--- src/rtl/regfile_write_arbiter.sv ---
// regfile_write_arbiter: round-robin arbiter that shares the register file's single
// write port among NUM_REQ writeback requesters using a valid/ready handshake.
// The write strobe, address, data and grant index are registered, so a transfer
// reaches the regfile one cycle after it is accepted.
// Optional build macro REGFILE_ARB_LOCK_EN adds Req_lock and a LOCKED state in which
// only the owning requester can be granted.
module regfile_write_arbiter #(
    parameter int unsigned N       = 16,
    parameter int unsigned M       = 3,
    parameter int unsigned NUM_REQ = 3,
    localparam int unsigned IDW    = $clog2(NUM_REQ)
) (
    input  logic                 Clock,
    input  logic                 Reset,
    input  logic                 Enable,
    input  logic [NUM_REQ-1:0]   Req_valid,
`ifdef REGFILE_ARB_LOCK_EN
    input  logic [NUM_REQ-1:0]   Req_lock,
`endif
    input  logic [NUM_REQ*M-1:0] Req_addr,
    input  logic [NUM_REQ*N-1:0] Req_data,
    output logic [NUM_REQ-1:0]   Req_ready,
    output logic                 Reg_Write,
    output logic [M-1:0]         Reg_write_ad,
    output logic [N-1:0]         Reg_write_data,
    output logic [IDW-1:0]       Grant_id,
    input  logic                 Clear_cnt,
    output logic [7:0]           Collision_cnt
);

    localparam int unsigned    PW   = IDW + 1;
    localparam logic [IDW-1:0] LAST = IDW'(NUM_REQ - 1);

`ifdef REGFILE_ARB_LOCK_EN
    typedef enum logic [1:0] {IDLE, ACTIVE, LOCKED} state_t;
`else
    typedef enum logic {IDLE, ACTIVE} state_t;
`endif

    state_t             state_q, state_d;
    logic [IDW-1:0]     rr_ptr, rr_ptr_d;
    logic [NUM_REQ-1:0] eligible;
    logic               found;
    logic [IDW-1:0]     winner;
    logic [IDW-1:0]     next_ptr;
    logic               transfer;
    logic [PW-1:0]      sum;
    logic [IDW-1:0]     idx;
    logic [M-1:0]       win_addr;
    logic [N-1:0]       win_data;
    logic [3:0]         nvalid;
    logic               contention;
`ifdef REGFILE_ARB_LOCK_EN
    logic [IDW-1:0]     owner_q, owner_d;
`endif

    // Requesters allowed to win this cycle (only the owner while locked)
    always_comb begin
        eligible = Req_valid;
`ifdef REGFILE_ARB_LOCK_EN
        if (state_q == LOCKED) begin
            eligible = Req_valid & (NUM_REQ'(1) << owner_q);
        end
`endif
    end

    // First eligible requester searching upward from rr_ptr, wrapping modulo NUM_REQ
    always_comb begin
        found  = 1'b0;
        winner = '0;
        sum    = '0;
        idx    = '0;
        for (int unsigned i = 0; i < NUM_REQ; i++) begin
            sum = {1'b0, rr_ptr} + PW'(i);
            idx = (sum >= PW'(NUM_REQ)) ? IDW'(sum - PW'(NUM_REQ)) : IDW'(sum);
            if (!found && eligible[idx]) begin
                found  = 1'b1;
                winner = idx;
            end
        end
    end

    assign transfer = Reset & Enable & found;
    assign next_ptr = (winner == LAST) ? '0 : winner + 1'b1;

    // One-hot grant; zero while disabled or in reset
    always_comb begin
        Req_ready = '0;
        if (transfer) begin
            Req_ready[winner] = 1'b1;
        end
    end

    // Select the winner's address and data from the packed request buses
    always_comb begin
        win_addr = '0;
        win_data = '0;
        for (int unsigned i = 0; i < NUM_REQ; i++) begin
            if (winner == IDW'(i)) begin
                win_addr = Req_addr[i*M +: M];
                win_data = Req_data[i*N +: N];
            end
        end
    end

    // Contention: two or more requesters valid while arbitration is on
    always_comb begin
        nvalid = '0;
        for (int unsigned i = 0; i < NUM_REQ; i++) begin
            nvalid = nvalid + 4'(Req_valid[i]);
        end
        contention = Enable && (nvalid >= 4'd2);
    end

    // Next-state, pointer and lock-owner update; everything holds while disabled
    always_comb begin
        state_d  = state_q;
        rr_ptr_d = rr_ptr;
`ifdef REGFILE_ARB_LOCK_EN
        owner_d  = owner_q;
`endif
        if (Enable) begin
            if (transfer) begin
                state_d  = ACTIVE;
                rr_ptr_d = next_ptr;
`ifdef REGFILE_ARB_LOCK_EN
                if (Req_lock[winner]) begin
                    state_d  = LOCKED;
                    owner_d  = winner;
                    rr_ptr_d = rr_ptr;
                end
`endif
            end else begin
`ifdef REGFILE_ARB_LOCK_EN
                if (state_q != LOCKED) begin
                    state_d = IDLE;
                end
`else
                state_d = IDLE;
`endif
            end
        end
    end

    // FSM state, round-robin pointer and lock owner
    always_ff @(posedge Clock or negedge Reset) begin
        if (!Reset) begin
            state_q <= IDLE;
            rr_ptr  <= '0;
`ifdef REGFILE_ARB_LOCK_EN
            owner_q <= '0;
`endif
        end else begin
            state_q <= state_d;
            rr_ptr  <= rr_ptr_d;
`ifdef REGFILE_ARB_LOCK_EN
            owner_q <= owner_d;
`endif
        end
    end

    // Registered regfile write port and saturating contention counter
    always_ff @(posedge Clock or negedge Reset) begin
        if (!Reset) begin
            Reg_Write      <= 1'b0;
            Reg_write_ad   <= '0;
            Reg_write_data <= '0;
            Grant_id       <= '0;
            Collision_cnt  <= '0;
        end else begin
            Reg_Write <= transfer;
            if (transfer) begin
                Reg_write_ad   <= win_addr;
                Reg_write_data <= win_data;
                Grant_id       <= winner;
            end
            if (Clear_cnt) begin
                Collision_cnt <= '0;
            end else if (contention && (Collision_cnt != 8'hFF)) begin
                Collision_cnt <= Collision_cnt + 8'd1;
            end
        end
    end

endmodule

--- config.mk ---
export PLATFORM = sky130hd
export DESIGN_NAME = regfile_write_arbiter
export DESIGN_NICKNAME = d
export VERILOG_FILES = /design/src/rtl/regfile_write_arbiter.sv
export SDC_FILE = /design/constraint.sdc
export NUM_CORES = 1
export LEC_CHECK = 0
export ABC_AREA = 1
export CORE_UTILIZATION = 44
export CTS_BUF_LIST = sky130_fd_sc_hd__clkbuf_8
export DETAILED_ROUTE_END_ITERATION = 12
export PLACE_DENSITY_LB_ADDON = 0.05
export SYNTH_ARGS = -nofsm -noshare
export SYNTH_HDL_FRONTEND = slang
export SYNTH_SLANG_ARGS = --single-unit
--- constraint.sdc ---
create_clock -name Clock -period 3.19 [get_ports Clock]
set_input_delay 0.957 -clock Clock [delete_from_list [all_inputs] [get_ports Clock]]
set_output_delay 0.957 -clock Clock [all_outputs]
set_load 0.02 [all_outputs]
# Yosys cells after proc, flatten, opt, wreduce, memory -nomap -nowiden
# Cells that the tools add are included.
op_classes:
  mul: 0
  n_eq_ne: 3
  mux: 27
  magnitude_cmp: 9
  reduce_logical: 10
  add_sub_neg: 9
  shifts: 0
  div_mod_pow: 0
  bitwise_logic: 2
op_table:
  columns: ["cell", "n"]
  rows:
  - ["2-to-1 mux 16 bit", 3]
  - ["2-to-1 mux 8 bit", 2]
  - ["2-to-1 mux 2 bit", 7]
  - ["< comparator 2 x 3 -> 1 bit, second input constant", 4]
  - ["2-to-1 mux 3 bit", 4]
  - [">= comparator 3 x 2 -> 1 bit, second input constant", 3]
  - ["adder 8 x 1 -> 8 bit, second input constant", 1]
  - ["inequality test 8 bit, second input constant", 1]
  - ["2-to-1 mux 1 bit", 7]
  - ["binary-select mux 1 bit (select 2 bit)", 3]
  - ["subtractor 2 bit, second input constant", 3]
  - ["logical AND 1 bit", 5]
  - ["adder 2 x 1 -> 3 bit", 1]
  - ["adder 2 x 1 -> 3 bit, second input constant", 1]
  - ["adder 2 x 2 -> 3 bit, second input constant", 1]
  - ["adder 1 x 1 -> 2 bit", 1]
  - ["adder 2 x 1 -> 2 bit, second input constant", 1]
  - ["bitwise AND 1 bit", 2]
  - ["demux 1 bit (select 2 bit)", 1]
  - ["== test 2 x 1 -> 1 bit, second input constant", 1]
  - ["== test 2 bit, second input constant", 1]
  - [">= comparator 2 x 1 -> 1 bit, second input constant", 1]
  - [">= comparator 2 bit, second input constant", 1]
  - ["logical NOT 1 bit", 2]
  - ["3 further kinds", 3]
word_totals:
  ramBits: 0
  memories: 0
  out_inout_bits: 33
  reg_bits: 32
  elab_cells: 66
  latch_bits: 0
  romBits: 0

# Longest topological paths before layout
# Gate-level depths: netlist of the first run.
logic_depth:
  word_depth: 16
  depth_mapped: 14

# Least setup slack after synthesis of the first run
# No wires, ideal clock.
synth_path:
  kind: "input-to-output"
  start: "input port Req_valid[2]"
  end: "output port Req_ready[0]"
  arrival_ns: 1.929
  n_path_buf: 1
  path_stages: 7
  path_slack_ns: 0.304
  t_required_ns: 2.233
  cell_sequence: "inv_1 o21ai_2 nand2_4 a21boi_4 nand2_1 buf_4 nor2_1"
synth_between:
  elab_chain_len: 14
synth_rtl:
  columns: ["item", "line_no", "rtl"]
  rows:
  - ["from (decl)", "16", "input logic [NUM_REQ-1:0] Req_valid,"]
  - ["binary-select mux 1 bit (select 2 bit)", "76", "if (!found && eligible[idx]) begin"]
  - ["2-to-1 mux 1 bit (not written as such)", "76", null]
  - ["2-to-1 mux 1 bit", "76", null]
  - ["logical NOT 1 bit", "76", null]
  - ["logical AND 1 bit", "76", null]
  - ["2-to-1 mux 1 bit", "76", null]
  - ["logical NOT 1 bit", "76", null]
  - ["logical AND 1 bit", "76", null]
  - ["2-to-1 mux 2 bit", "76", null]
  - ["< comparator 2 x 3 -> 1 bit (not written as such) / >= comparator 2 x 1 -> 1 bit (equally long branches)", "90", "Req_ready[winner] = 1'b1;"]
  - ["logical AND 1 bit (not written as such)", "90", null]
  - ["2-to-1 mux 1 bit (not written as such)", "90", null]
  - ["demux 1 bit (select 2 bit)", "90", null]
  - ["2-to-1 mux 3 bit (*)", "89", "if (transfer) begin"]
  - ["to (decl)", "22", "output logic [NUM_REQ-1:0] Req_ready,"]
# Mark *: on every way between the ends. The rest lies on a longest branch, timed or not. The select of a mux whose other input is x is not followed.

# Worst setup path after layout of the first run
layout_path:
  start: "input port Enable"
  end: "output port Req_ready[2]"
layout_between:
  elab_chain_len: 3
layout_rtl:
  columns: ["item", "line_no", "rtl"]
  rows:
  - ["from (decl)", "15", "input logic Enable,"]
  - ["bitwise AND 1 bit (2 in series)", "83", "assign transfer = Reset & Enable & found;"]
  - ["2-to-1 mux 3 bit", "89", null]
# Every way passes these cells.

==> out/results.tsv, run 1 <==
metric	value	unit
register area share after synthesis	36.1	%
sw power	1.37	mW
DRT Wirelength	6140	microns
CTS tree	built	
syn_nets	375	
H-tree levels	2	
# clock sinks	32	
r2r startpoint	rr_ptr[0]	
Boundary Pins	97	
PD cells	881	nW/um^2
Max Cap Viol	0	
Post-DP Area	3280	sq um
worst-margin pin slew	0.428	ns
switching share of power	45.9	%
Total GRT Usage	24.0	%
vias per inst	4.72	
DR WL/cell	12.7	microns
min cycle time layout	3.09	ns
Area growth syn-to-layout	53.0	%
Yosys reg bits	32	
Max Slew Vio Count	0	
Yosys cell types	28	
first-pass GRT wire length	9760	microns
clock transition at the registers of the reported paths	0.07	ns
Design Power	2.99	mW
CORE AREA	4790	sq um
internal power	1.62	mW
Post-synth EDFFs	0	
critical path launch point type	primary input	
grt total ovfl	0	
Cells after Synth	305	
worst vdd ir	0.000597	V
crit path launch	Enable	
antenna cell count	0	
Rows	25	
combinational share of power	65.3	%
antenna-violating nets left	0	
Critical Path RT	2.23	ns
# nets final	485	
worst path arrival time	2.13	ns
share of cells above drive strength 1	16.3	%
largest net degree at the start of global routing	33	
Max Freq	323	MHz
PortBufs	96	
Placed Cells	472	
asr flop ratio synth	100	%
CP Max Fanout	3	
Leak Pwr	1.71	nW
initial drt markers	75	
clock buffer depth	2	
Syn Std Cell Area	2220	sq um
Fin. Hold Viols	0	
crit path kind	in -> out	
fillcell total	406	
hold-fix buffers at CTS	0	
Max-slew headroom	71.4	%
worst skew pair latency	0.29	ns
die width	73.0	microns
clock share of power	13.3	%
Synthesis Warnings	0	
initial core utilization	46.4	%
Initial DRT Pass Iterations	4	
gpl congestion	0.825	
Worst Clk Skew	0.00247	ns
part of the power in registers	21.4	%
Yosys top cell area share	36.1	%
HPWL Detailed	4460	microns
final setup vio count	0	
final instance area	3400	sq um
status	finished, final reports clean	
worst hold path type	reg -> reg	
fin util	71.0	%
multi-input combinational cell area	1150	sq um
initial antenna violation count	0	
CP endpoint kind	output port	
via count	2282	
fin crit share	96.9	%
Die Height	73.0	microns
drt drc	0	
area leader, netlist	dfrtp_1	
synthesized area per cell	7.28	sq um
largest cells by area after synthesis	dfrtp_1 36%, nand2_1 17%, nand3_1 8.6%	
Synth Flop Type	dfrtp_1	
Root Driver	clkbuf_8	
die area	5340	sq um
Hold Startpoint	Reg_write_data[12]	
Register Area	801	sq um
Inserted Clock Buffers	5	
vias in the first global route	2081	
Cell Count, Final, Fillers Out	483	
[cell usage in the layout, fill, tap and decap left out]
master           instances
inv_1                   38
a21oi_1                 18
nor2_2                   1
nand2_4                  1
ha_1                     5
a21oi_2                  4
buf_2                    4
o21a_1                   2
dfrtp_1                 32
clkinvlp_4               1
nor3_1                   1
a21boi_4                 1
buf_4                   21
ha_2                     1
nand3_2                 11
nand2_2                  7
nand3_1                 38
a21oi_4                  1
clkdlybuf4s50_1         89
o31ai_1                  2
clkbuf_2                 2
nand2_1                100
o21ai_2                  2
nor2_1                   7
nand4_2                  1
xor2_1                   3
clkinv_1                 1
o21ai_0                  5
bufinv_16                1
clkbuf_8                 5
inv_2                    3
o22ai_1                  1
clkdlybuf4s15_1          1
nand4_1                  5
clkinv_2                 1
[worst paths after layout]
path / to / slack (ns) / cells past startpoint
worst max-delay path: Req_ready[2] / 0.1 / 8
worst max register to register: Reg_write_data[3] / 0.98 / 14
worst min-delay path: Reg_write_data[12] / 0.48 / 2
worst min register to register: Reg_write_data[12] / 0.48 / 2
max in group asynchronous: Collision_cnt[6] / 2.16 / 2
min in group asynchronous: Reg_Write / 0.73 / 2
[per-stage QoR]
| step | hold WS, ns | TNS, ns | setup slack (ns) |
|---|---|---|---|
| finish | 0.480 | 0 | 0.0985 |
| global route | 0.506 | -0.0000517 | -0.0000517 |
| CTS | 0.484 | 0 | 0.00659 |
| detailed placement | 0.464 | -1.96 | -0.676 |
| global placement | 0.462 | -1.82 | -0.621 |
| floorplan | 0.580 | 0 | 0.304 |
[power by group through the flow]
| stage | clock [mW] | sequential, mW | combinational, mW |
|---|---|---|---|
| global route | 0.419 | 0.656 | 2.14 |
| floorplan | 0 | 0.808 | 1.13 |
| finish | 0.398 | 0.641 | 1.95 |
| global placement | 0 | 0.639 | 1.89 |
| detailed placement | 0 | 0.645 | 1.92 |
| CTS | 0.405 | 0.640 | 1.94 |
[timing repair]
action	in CTS	in global routing
pin swaps	1	2
cloned	0	0
resized for setup	18	8
endpoints found under the setup margin	3	3
setup buffers	1	2
[registers in the layout (all words and copies together) (netlist names)]
name / flops
rr_ptr: 2
Reg_write_data: 16
Reg_Write: 1
Reg_write_ad: 3
Grant_id: 2
Collision_cnt: 8
[cell families (layout without fill, tap and decap cells)]
| kind of cell | count (synthesis) | after routing | synth area share (%) |
|---|---|---|---|
| xor gates and xnor gates | 3 | 3 | 1.18 |
| and+or+nand+nor | 172 | 172 | 36.1 |
| adders and majority gates | 6 | 6 | 3.38 |
| DFF | 32 | 32 | 36.1 |
| buffers and inverters | 56 | 167 | 12.5 |
| AOI/OAI and AO/OA | 36 | 36 | 10.8 |
[routing by layer]
layer	share of wire, %	GRT usage (%)	wire (microns)	vias up
li1	-	-	-	1192
met4	0.93	7.19	57	0
met1	44	30.0	2710	1030
met2	50	41.0	3050	54
met5	0	0	0	-
met3	5.4	5.52	332	6
[synthesized netlist by cell type (2+ instances only)]
cell type / n
buf_4: 2
nor2_1: 8
ha_1: 6
dfrtp_1: 32
nand3_2: 11
nand2_2: 4
buf_6: 4
a21oi_1: 18
o21a_1: 2
o21ai_0: 5
xor2_1: 3
inv_2: 2
nand3_1: 38
a21oi_2: 4
nand4_1: 5
buf_2: 6
inv_1: 39
buf_8: 2
nand2_1: 103
o21ai_2: 2
o31ai_1: 2
[critical path: stages]
cell             delay, ns
clkdlybuf4s50_1       0.50
nand2_1               0.06
inv_1                 0.06
nand2_2               0.05
buf_4                 0.13
buf_4                 0.12
nor2_1                0.09
buf_2                 0.16
[cell type report]
class / instances / area share [%]
inverters: 42 / 4.64
well taps: 67 / 2.47
multi-input cells: 217 / 34.0
clock buffers: 5 / 2.03
flip-flops and latches: 32 / 23.6
repair buffers: 117 / 32.0
clock inverters: 3 / 1.25
Power figures use the tool's default switching activity.
==> run 2, diff against run 1 <==
--- a/config.mk
+++ b/config.mk
@@ -6,8 +6,10 @@
 export NUM_CORES = 1
 export LEC_CHECK = 0
 export ABC_AREA = 1
+export CORE_ASPECT_RATIO = 0.6
 export CORE_UTILIZATION = 44
 export CTS_BUF_LIST = sky130_fd_sc_hd__clkbuf_8
+export CTS_CLUSTER_SIZE = 25
 export DETAILED_ROUTE_END_ITERATION = 12
 export PLACE_DENSITY_LB_ADDON = 0.05
 export SYNTH_ARGS = -nofsm -noshare
==> out/results.tsv, run 2 (synthesized netlist as in run 1, its figures left out) <==
metric	value	unit
status	finished, final reports clean	
PD cells	887	nW/um^2
worst-margin pin slew	0.420	ns
biggest registers after layout	Reg_write_data (16), Collision_cnt (8), Reg_write_ad (3)	
via count	2372	
initial core utilization	47.2	%
final setup TNS	0	ns
vias per inst	4.99	
worst skew pair latency	0.30	ns
Area growth syn-to-layout	51.5	%
worst hold path type	reg -> reg	
min cycle time layout	3.13	ns
post-CTS setup buffer count	0	
worst path arrival time	2.17	ns
vias in the first global route	2276	
initial antenna violation count	0	
die width	93.7	microns
Leak Pwr	1.69	nW
CP cell instances	clkdlybuf4s50_1 > nand2_1 > inv_1 > nand2_1 > buf_4 > nor2_1 > clkdlybuf4s15_2	
most common cell after layout, fill and taps aside	nand2_1	
most used cell, CP	nand2_1	
CTS resizes	17	
Fin. Hold Viols	0	
Initial DRT Pass Iterations	4	
Max Cap Viol	0	
final setup vio count	0	
Die Height	57.0	microns
Total GRT Usage	26.8	%
Max Slew Vio Count	0	
Most flops, register	Reg_write_data	
PortBufs	96	
# nets final	481	
Worst Clk Skew	0.00711	ns
share of cells above drive strength 1	15.8	%
Cell Count, Final, Fillers Out	475	
grt total ovfl	0	
max FFs per register	16	
most frequent cells in the layout	100 x nand2_1, 89 x clkdlybuf4s50_1, 38 x inv_1, 38 x nand3_1, 32 x dfrtp_1	
Max Freq	319	MHz
multi-input combinational cell area	1150	sq um
clock buffer depth	2	
H-tree levels	2	
CP Max Fanout	3	
Max-slew headroom	72.0	%
CP endpoint kind	output port	
Inserted Clock Buffers	5	
CORE AREA	4710	sq um
gpl congestion	0.881	
Slowest cell on crit path	clkdlybuf4s50_1	
fin crit share	98.2	%
DRT Wirelength	6650	microns
antenna-violating nets left	0	
crit path kind	in -> out	
critical path launch point type	primary input	
Root Driver	clkbuf_8	
Rows	19	
die area	5340	sq um
Placed Cells	467	
CTS tree	built	
fillcell total	412	
# clock sinks	32	
worst vdd ir	0.000763	V
Register Area	801	sq um
clock transition at the registers of the reported paths	0.08	ns
first-pass GRT wire length	10800	microns
hold-fix buffers at CTS	0	
DR WL/cell	14.0	microns
initial drt markers	105	
HPWL Detailed	4890	microns
Critical Path RT	2.23	ns
largest net degree at the start of global routing	39	
antenna cell count	0	
Critical Path Max Stage Delay	0.48	ns
Boundary Pins	97	
drt drc	0	
[run 2: cell types whose count changed in the layout (fill, tap and decap cells not counted)]
cell	delta
buf_4	-3
buf_2	-2
clkbuf_2	+1
clkdlybuf4s15_1	-1
clkdlybuf4s15_2	+1
[run 2: layout make-up]
class | instances | share of cell area (%)
Multi-Input combinational cell | 217 | 34.3
Clock inverter | 3 | 1.26
Tap cell | 63 | 2.34
Clock buffer | 5 | 2.04
Timing Repair Buffer | 113 | 31.6
Sequential cell | 32 | 23.8
Inverter | 42 | 4.68
[run 2: stage by stage]
stage	util (%)	setup slack, ns	area, sq um	hold slack (ns)	power (mW)
CTS	71.6	0.0130	3370	0.485	2.98
floorplan	-	0.304	2220	0.580	1.94
global route	71.5	-0.00140	3370	0.501	3.23
detailed placement	69.3	-0.658	3260	0.465	2.58
global placement	69.3	-0.637	3260	0.464	2.54
finish	71.5	0.0580	3370	0.480	2.99
[run 2: metal layers]
metal	routed length (microns)	global-route usage [%]	up-vias	part of all wire (%)
li1	-	-	1183	-
met1	3070	35.3	1090	46
met2	2760	41.1	90	41
met3	729	9.33	9	11
met4	91	9.45	0	1.4
met5	0	0	-	0
[run 2: path summary, 6_finish.rpt]
| check | startpoint | cells after the start | slack, ns | to |
|---|---|---|---|---|
| worst max-delay path | Enable | 7 | 0.06 | Req_ready[2] |
| worst min-delay path | Reg_write_data[13] | 2 | 0.48 | Reg_write_data[13] |
| worst max register to register | rr_ptr[0] | 12 | 1.09 | Reg_write_data[4] |
| worst min register to register | Reg_write_data[13] | 2 | 0.48 | Reg_write_data[13] |
| max in group asynchronous | Reset | 2 | 2.19 | Reg_Write |
| min in group asynchronous | Reset | 2 | 0.69 | Reg_write_data[13] |
[run 2: power breakdown]
group          leakage, nW  internal (mW)  switching, mW  total [mW]
logic                 1.23          0.808           1.13        1.93
clock network       0.0541          0.231          0.173       0.404
registers            0.407          0.557         0.0902       0.647
total                 1.69           1.60           1.39        2.99
[run 2: worst max-delay path: cells and delay by family]
kind	cells	cell delay, ns
AND/OR/NAND/NOR	3	0.25
buffers and inverters	4	0.97
